==> src/rtl/systolic_pkg.sv <==
// Shared types and helpers for the systolic array output path.
package systolic_pkg;

  localparam int WIDTH_D  = 16;
  localparam int N_COLS   = 4;
  localparam int AXIS_W_D = 32;
  localparam int SEXT_W   = 64;

  typedef logic signed [WIDTH_D-1:0] elem_t;
  typedef elem_t [N_COLS-1:0]        row_t;

  // Sign-extend the low w bits of v to SEXT_W bits (w in 1..SEXT_W).
  function automatic logic [SEXT_W-1:0] sext(input logic [SEXT_W-1:0] v, input int unsigned w);
    logic signed [SEXT_W-1:0] t;
    t = signed'(v << (SEXT_W - w));
    return t >>> (SEXT_W - w);
  endfunction

endpackage

==> src/rtl/systolic_out_packer_row_fifo.sv <==
// Synchronous row FIFO with occupancy count; read and write may coincide.
module row_fifo #(
  parameter int DW    = 64,
  parameter int DEPTH = 8
) (
  input  logic                     clk,
  input  logic                     rst_n,
  input  logic                     clr,
  input  logic                     wr_en,
  input  logic [DW-1:0]            wr_data,
  input  logic                     rd_en,
  output logic [DW-1:0]            rd_data,
  output logic                     full,
  output logic                     empty,
  output logic [$clog2(DEPTH):0]   count
);

  localparam int AW = $clog2(DEPTH);

  logic [DW-1:0] mem [DEPTH];
  logic [AW-1:0] wp, rp;
  logic [AW:0]   cnt;

  assign rd_data = mem[rp];
  assign full    = (cnt == (AW+1)'(DEPTH));
  assign empty   = (cnt == '0);
  assign count   = cnt;

  // Storage write; contents need no reset since reads are qualified by empty.
  always_ff @(posedge clk) begin
    if (wr_en) mem[wp] <= wr_data;
  end

  // Pointer and occupancy update; clr flushes everything.
  always_ff @(posedge clk or negedge rst_n) begin
    if (!rst_n) begin
      wp  <= '0;
      rp  <= '0;
      cnt <= '0;
    end else if (clr) begin
      wp  <= '0;
      rp  <= '0;
      cnt <= '0;
    end else begin
      if (wr_en) wp <= wp + 1'b1;
      if (rd_en) rp <= rp + 1'b1;
      case ({wr_en, rd_en})
        2'b10:   cnt <= cnt + 1'b1;
        2'b01:   cnt <= cnt - 1'b1;
        default: cnt <= cnt;
      endcase
    end
  end

endmodule

==> src/rtl/systolic_out_packer.sv <==
// Buffers systolic result rows and serialises them onto an AXI4-Stream master.
module systolic_out_packer
  import systolic_pkg::*;
#(
  parameter int WIDTH    = WIDTH_D,
  parameter int DEPTH    = 8,
  parameter int MAT_ROWS = 4,
  parameter int AXIS_W   = AXIS_W_D
) (
  input  logic              clk,
  input  logic              rst_n,
  input  logic              clr,
  input  logic              in_valid,
  input  logic [WIDTH-1:0]  y0,
  input  logic [WIDTH-1:0]  y1,
  input  logic [WIDTH-1:0]  y2,
  input  logic [WIDTH-1:0]  y3,
  output logic [AXIS_W-1:0] m_axis_tdata,
  output logic              m_axis_tvalid,
  input  logic              m_axis_tready,
  output logic              m_axis_tlast,
  output logic              almost_full,
  output logic              overflow
);

  localparam int RW  = N_COLS * WIDTH;
  localparam int CW  = $clog2(DEPTH) + 1;
  localparam int RCW = (MAT_ROWS > 1) ? $clog2(MAT_ROWS) : 1;

  logic              full, empty, push, pop, hs;
  logic [CW-1:0]     count, count_nx;
  logic [RW-1:0]     head;
  logic [1:0]        col;
  logic [RCW-1:0]    row;
  logic [WIDTH-1:0]  elem;
  logic [SEXT_W-1:0] elem_ext;

  assign m_axis_tvalid = !empty;
  assign hs   = m_axis_tvalid & m_axis_tready;
  assign pop  = hs & (col == 2'd3) & !clr;
  // A full FIFO still accepts a row when the head row leaves in the same cycle.
  assign push = in_valid & !clr & (!full | pop);

  row_fifo #(.DW(RW), .DEPTH(DEPTH)) u_fifo (
    .clk     (clk),
    .rst_n   (rst_n),
    .clr     (clr),
    .wr_en   (push),
    .wr_data ({y3, y2, y1, y0}),
    .rd_en   (pop),
    .rd_data (head),
    .full    (full),
    .empty   (empty),
    .count   (count)
  );

  // Column select of the head row, sign-extended onto the bus.
  always_comb begin
    elem = head[WIDTH-1:0];
    case (col)
      2'd1:    elem = head[2*WIDTH-1:WIDTH];
      2'd2:    elem = head[3*WIDTH-1:2*WIDTH];
      2'd3:    elem = head[4*WIDTH-1:3*WIDTH];
      default: elem = head[WIDTH-1:0];
    endcase
    elem_ext     = sext(SEXT_W'(elem), WIDTH);
    m_axis_tdata = m_axis_tvalid ? elem_ext[AXIS_W-1:0] : '0;
    m_axis_tlast = m_axis_tvalid & (row == RCW'(MAT_ROWS-1)) & (col == 2'd3);
  end

  // Next-state occupancy, used to register almost_full.
  always_comb begin
    count_nx = count;
    if (clr) count_nx = '0;
    else begin
      if (push) count_nx = count_nx + 1'b1;
      if (pop)  count_nx = count_nx - 1'b1;
    end
  end

  // Column/row beat counters advance on every handshake.
  always_ff @(posedge clk or negedge rst_n) begin
    if (!rst_n) begin
      col <= '0;
      row <= '0;
    end else if (clr) begin
      col <= '0;
      row <= '0;
    end else if (hs) begin
      col <= col + 1'b1;
      if (col == 2'd3)
        row <= (row == RCW'(MAT_ROWS-1)) ? '0 : row + 1'b1;
    end
  end

  // Sticky overflow and registered almost_full.
  always_ff @(posedge clk or negedge rst_n) begin
    if (!rst_n) begin
      overflow    <= 1'b0;
      almost_full <= 1'b0;
    end else begin
      if (clr)                          overflow <= 1'b0;
      else if (in_valid & full & !pop)  overflow <= 1'b1;
      almost_full <= (DEPTH - int'(count_nx)) < MAT_ROWS;
    end
  end

endmodule

==> config.mk <==
export PLATFORM = sky130hd
export DESIGN_NAME = systolic_out_packer
export DESIGN_NICKNAME = d
export VERILOG_FILES = /design/src/rtl/systolic_pkg.sv /design/src/rtl/systolic_out_packer_row_fifo.sv /design/src/rtl/systolic_out_packer.sv
export SDC_FILE = /design/constraint.sdc
export NUM_CORES = 1
export LEC_CHECK = 0
export CAP_MARGIN = 5
export CORE_MARGIN = 2
export CORE_UTILIZATION = 50
export CTS_CLUSTER_DIAMETER = 40
export CTS_CLUSTER_SIZE = 12
export DETAILED_ROUTE_END_ITERATION = 10
export GPL_TIMING_DRIVEN = 0
export PLACE_DENSITY = 0.65
export SLEW_MARGIN = 20
export SYNTH_ARGS = -nofsm -noshare
export SYNTH_HDL_FRONTEND = slang
export SYNTH_SLANG_ARGS = --single-unit
==> constraint.sdc <==
create_clock -name clk -period 9.7 [get_ports clk]
set_clock_uncertainty 0.2 [all_clocks]
set_input_delay 1.94 -clock clk [delete_from_list [all_inputs] [get_ports clk]]
set_output_delay 1.94 -clock clk [all_outputs]
set_load 0.05 [all_outputs]
==> impl_results.md <==
* Critical path type: flip-flop to output port
* Clock sink count at 528
* Worst-Margin Slew at 1080 ps
* Total GRT Usage at 23.0%
* Reg2Reg Depth at 14
* Fin crit share at just over 70%
* Number of max-cap violations at 0
* Worst setup path end: m_axis_tdata[12]
* Post-CTS Resized at 0
* Synth Area in Compound Gates at under 10%
* Post-Syn Nets at 1058
* CTS HTree Levels at 3
* Avg WL per Cell at between 20 and 30 um
* Status: finished clean
* Final Non-Filler Cells at 1793
* DRC Markers at 0
* DRT iter0 DRCs at roughly 1.0k
* Root Driver: clkbuf_16
* Internal at 4150 uW
* CP required at 7560 ps
* Total CTS buffers at 67
* Clock transition at path regs at approximately 50 ps
* Final ANT Viol Nets at 0
* CTS Hold Bufs at 0
* Slew margin rel. at 28.1%
* Clk buf depth at 3
* Worst R2R Start: u_fifo.count[0]
* TritonRoute pass-1 iters at 5
* Starting Density at 50.6%
* Unique masters post-synth at 45
* Post-Place Setup Slack at about 3400 ps
* HPWL Detailed at 32300 um
* Vias at 10.8k
* Final setup fails at 0
* Die X at 207 um
* GR Overflow Total at 0
* YS warnings at 0
* Nets at 1292
* Fmax at 0.146 GHz
* DIE HEIGHT at 207 um
* Die area at 0.0430 mm2
* Synth Register Bits at 528
* Worst setup SP type: flip-flop
* NetSw at ~1200 uW
* Critical path arrival at 4700 ps
* Power Dens Cells at 214 mW/mm2
* Sequential fraction of the synthesis area at 76.4%
* Sequential power share at a little under half
* Crit path from: col[0]
* Simple-Gate Fraction of Synth Area at just over 2%
* Synth Area in Adders at 0.666%
* DRT Wirelength at 48800 um
* Initial antenna violation count at 3
* Setup ws final at between 2000 and 3000 ps
* FF-to-FF setup slack at 5740 ps
* Global-route wire length before repair at 72000 um
* Port bufs at 103
* Leakage at 0.00812 uW
* Power share of the clock group at ~44%
* Combinational share of power at 8.3%
* Synth Instances at 978
* Io pins at 105
* Synthesized area at 0.0207 mm2
* Worst Hold Class: flip-flop to flip-flop
* Final hold violations at 0
* Setup crit end kind: output port
* Setup TNS at 0 ps
* RSZ-0062 raised after global routing: false
* # rows at 74
* XOR/XNOR Fraction of Synth Area at 0.509%
* Reg2reg end: u_fifo.mem[2][26]
* Max VDD drop at 0.159 mV
* CTS tree: yes
* Mapped Avg Cell Area at between 20 and 25 um2
* Area Growth Syn to Fin at 22.0%
* Switching Fraction at 23.1%
* Total core area at 0.0408 mm2
* Setup Fix Bufs, Post-CTS at 0
* DP Cell Count at 1675
* Max FO, Critical Path at 10
* Clock latency at the later pin of the worst-skew pair at 570 ps
* Combinational family with the most area after synthesis: multiplexers
* Largest net degree at the start of global routing at 22
* Mux contribution to synthesized area at approximately 15%
* Final worst path period need at a little under 7000 ps
* Share of cells above drive strength 1 at 27.4%
* GPL Wtd Cong at about 0.77
* Number of global-route vias before repair at 11.0k
* Via density at 6.00
* Slew Limit Fails at 0
[registers in the layout, summed over array words and instances, names as in the netlist]
signal        cells
overflow          1
col               2
u_fifo.rp         3
u_fifo.count      4
u_fifo.wp         3
almost_full       1
row               2
u_fifo.mem      512
[per-layer routing]
metal  global-route usage (%)  wire, um  up-vias
met3                     4.33      3190       97
li1                         -         -     4553
met5                        0        30        -
met2                     37.1     24100      427
met4                     7.66      1340        4
met1                     32.0     20200     5669
[synthesized netlist by cell type, drive strengths merged]
cell type | count | area (um2)
dfrtp | 16 | 400
nand3 | 3 | 15.0
mux4 | 115 | 2590
ha | 11 | 138
nor4 | 1 | 6.26
nor2 | 21 | 78.8
a22oi | 29 | 218
o21ai | 3 | 15.0
a21oi | 10 | 50.1
and3 | 14 | 87.6
a311oi | 1 | 8.76
a211o | 1 | 8.76
o211ai | 13 | 97.6
nand3b | 3 | 22.5
xnor2 | 9 | 78.8
and4 | 1 | 11.3
nor3b | 1 | 7.51
nand2b | 2 | 12.5
nand2 | 29 | 109
a2bb2oi | 1 | 8.76
and2 | 4 | 26.3
nand4 | 1 | 6.26
a211oi | 16 | 120
buf | 53 | 332
inv | 8 | 30.0
nor3 | 5 | 25.0
nor2b | 1 | 6.26
clkbuf | 17 | 63.8
o22ai | 13 | 81.3
a31oi | 2 | 12.5
a221oi | 6 | 52.6
and3b | 1 | 10.0
mux2 | 4 | 48.8
mux2i | 44 | 440
o32ai | 2 | 25.0
a21o | 2 | 16.3
edfxtp | 512 | 15400
xor2 | 3 | 26.3
[metrics by stage]
stage	hold WS (ps)	power [uW]	utilization (%)	instance area [um2]
after floorplan	306	2850	-	20700
after global placement	278	3040	54.8	22400
final	306	5390	61.7	25200
after global routing	331	5550	61.7	25200
after CTS	309	5430	61.7	25200
after detailed placement	297	3050	56.4	23000
[cell usage in the layout (no fill, tap or decap), drive strengths merged, types with 4 or more instances in the layout]
cell,instances
o211ai,13
a211oi,16
ha,11
clkbuf,95
bufinv,5
mux2,4
a22oi,29
and3,14
nand2,29
mux2i,44
nor2,21
edfxtp,512
a21oi,10
a221oi,6
buf,115
clkdlybuf4s50,103
and2,4
inv,15
dfrtp,16
o22ai,13
mux4,115
xnor2,9
clkinv,23
clkinvlp,4
nor3,5
[critical path, stage by stage (launching register included)]
cell and delay (ps):
dfrtp_1 400, inv_1 120, ha_1 160, clkbuf_1 420, and2_1 200, clkbuf_1 390, clkbuf_1 770, a22oi_1 240
o211ai_1 330, and3_1 270, clkdlybuf4s50_1 820
[logic make-up (layout without fill, tap and decap cells)]
kind of cell,Yosys count,count (layout)
AOI/OAI and AO/OA,99,99
xor gates and xnor gates,12,12
adders and majority gates,11,11
buffers and inverters,78,360
DFF,528,528
muxes,163,163
other,0,1
and+or+nand+nor,87,87
[power by group through the flow]
stage	logic (uW)	clock network, uW	registers, uW
after floorplan	253	0	2600
after global placement	433	0	2610
after detailed placement	450	0	2600
after CTS	452	2430	2550
after global routing	473	2520	2550
final	450	2390	2550
[how the worst min path moves through the flow]
| stage | from | to | cells past startpoint |
|---|---|---|---|
| global route | overflow | overflow | 2 |
| global placement | overflow | overflow | 2 |
| detailed placement | overflow | overflow | 2 |
| CTS | overflow | overflow | 2 |
| finish | overflow | overflow | 2 |
| floorplan | row[1] | row[1] | 2 |
[cell type report]
type / instances / area [um2]
Multi-Input combinational cell: 372 / 4510
Sequential cell: 528 / 15800
Fill cell: 2876 / 15600
Antenna cell: 1 / 2.50
Inverter: 8 / 30.0
Clock inverter: 39 / 397
Clock buffer: 78 / 1760
Timing Repair Buffer: 165 / 1660
Tap cell: 532 / 666
Buffer: 70 / 395
No activity file was read; power rests on OpenSTA's default activity.
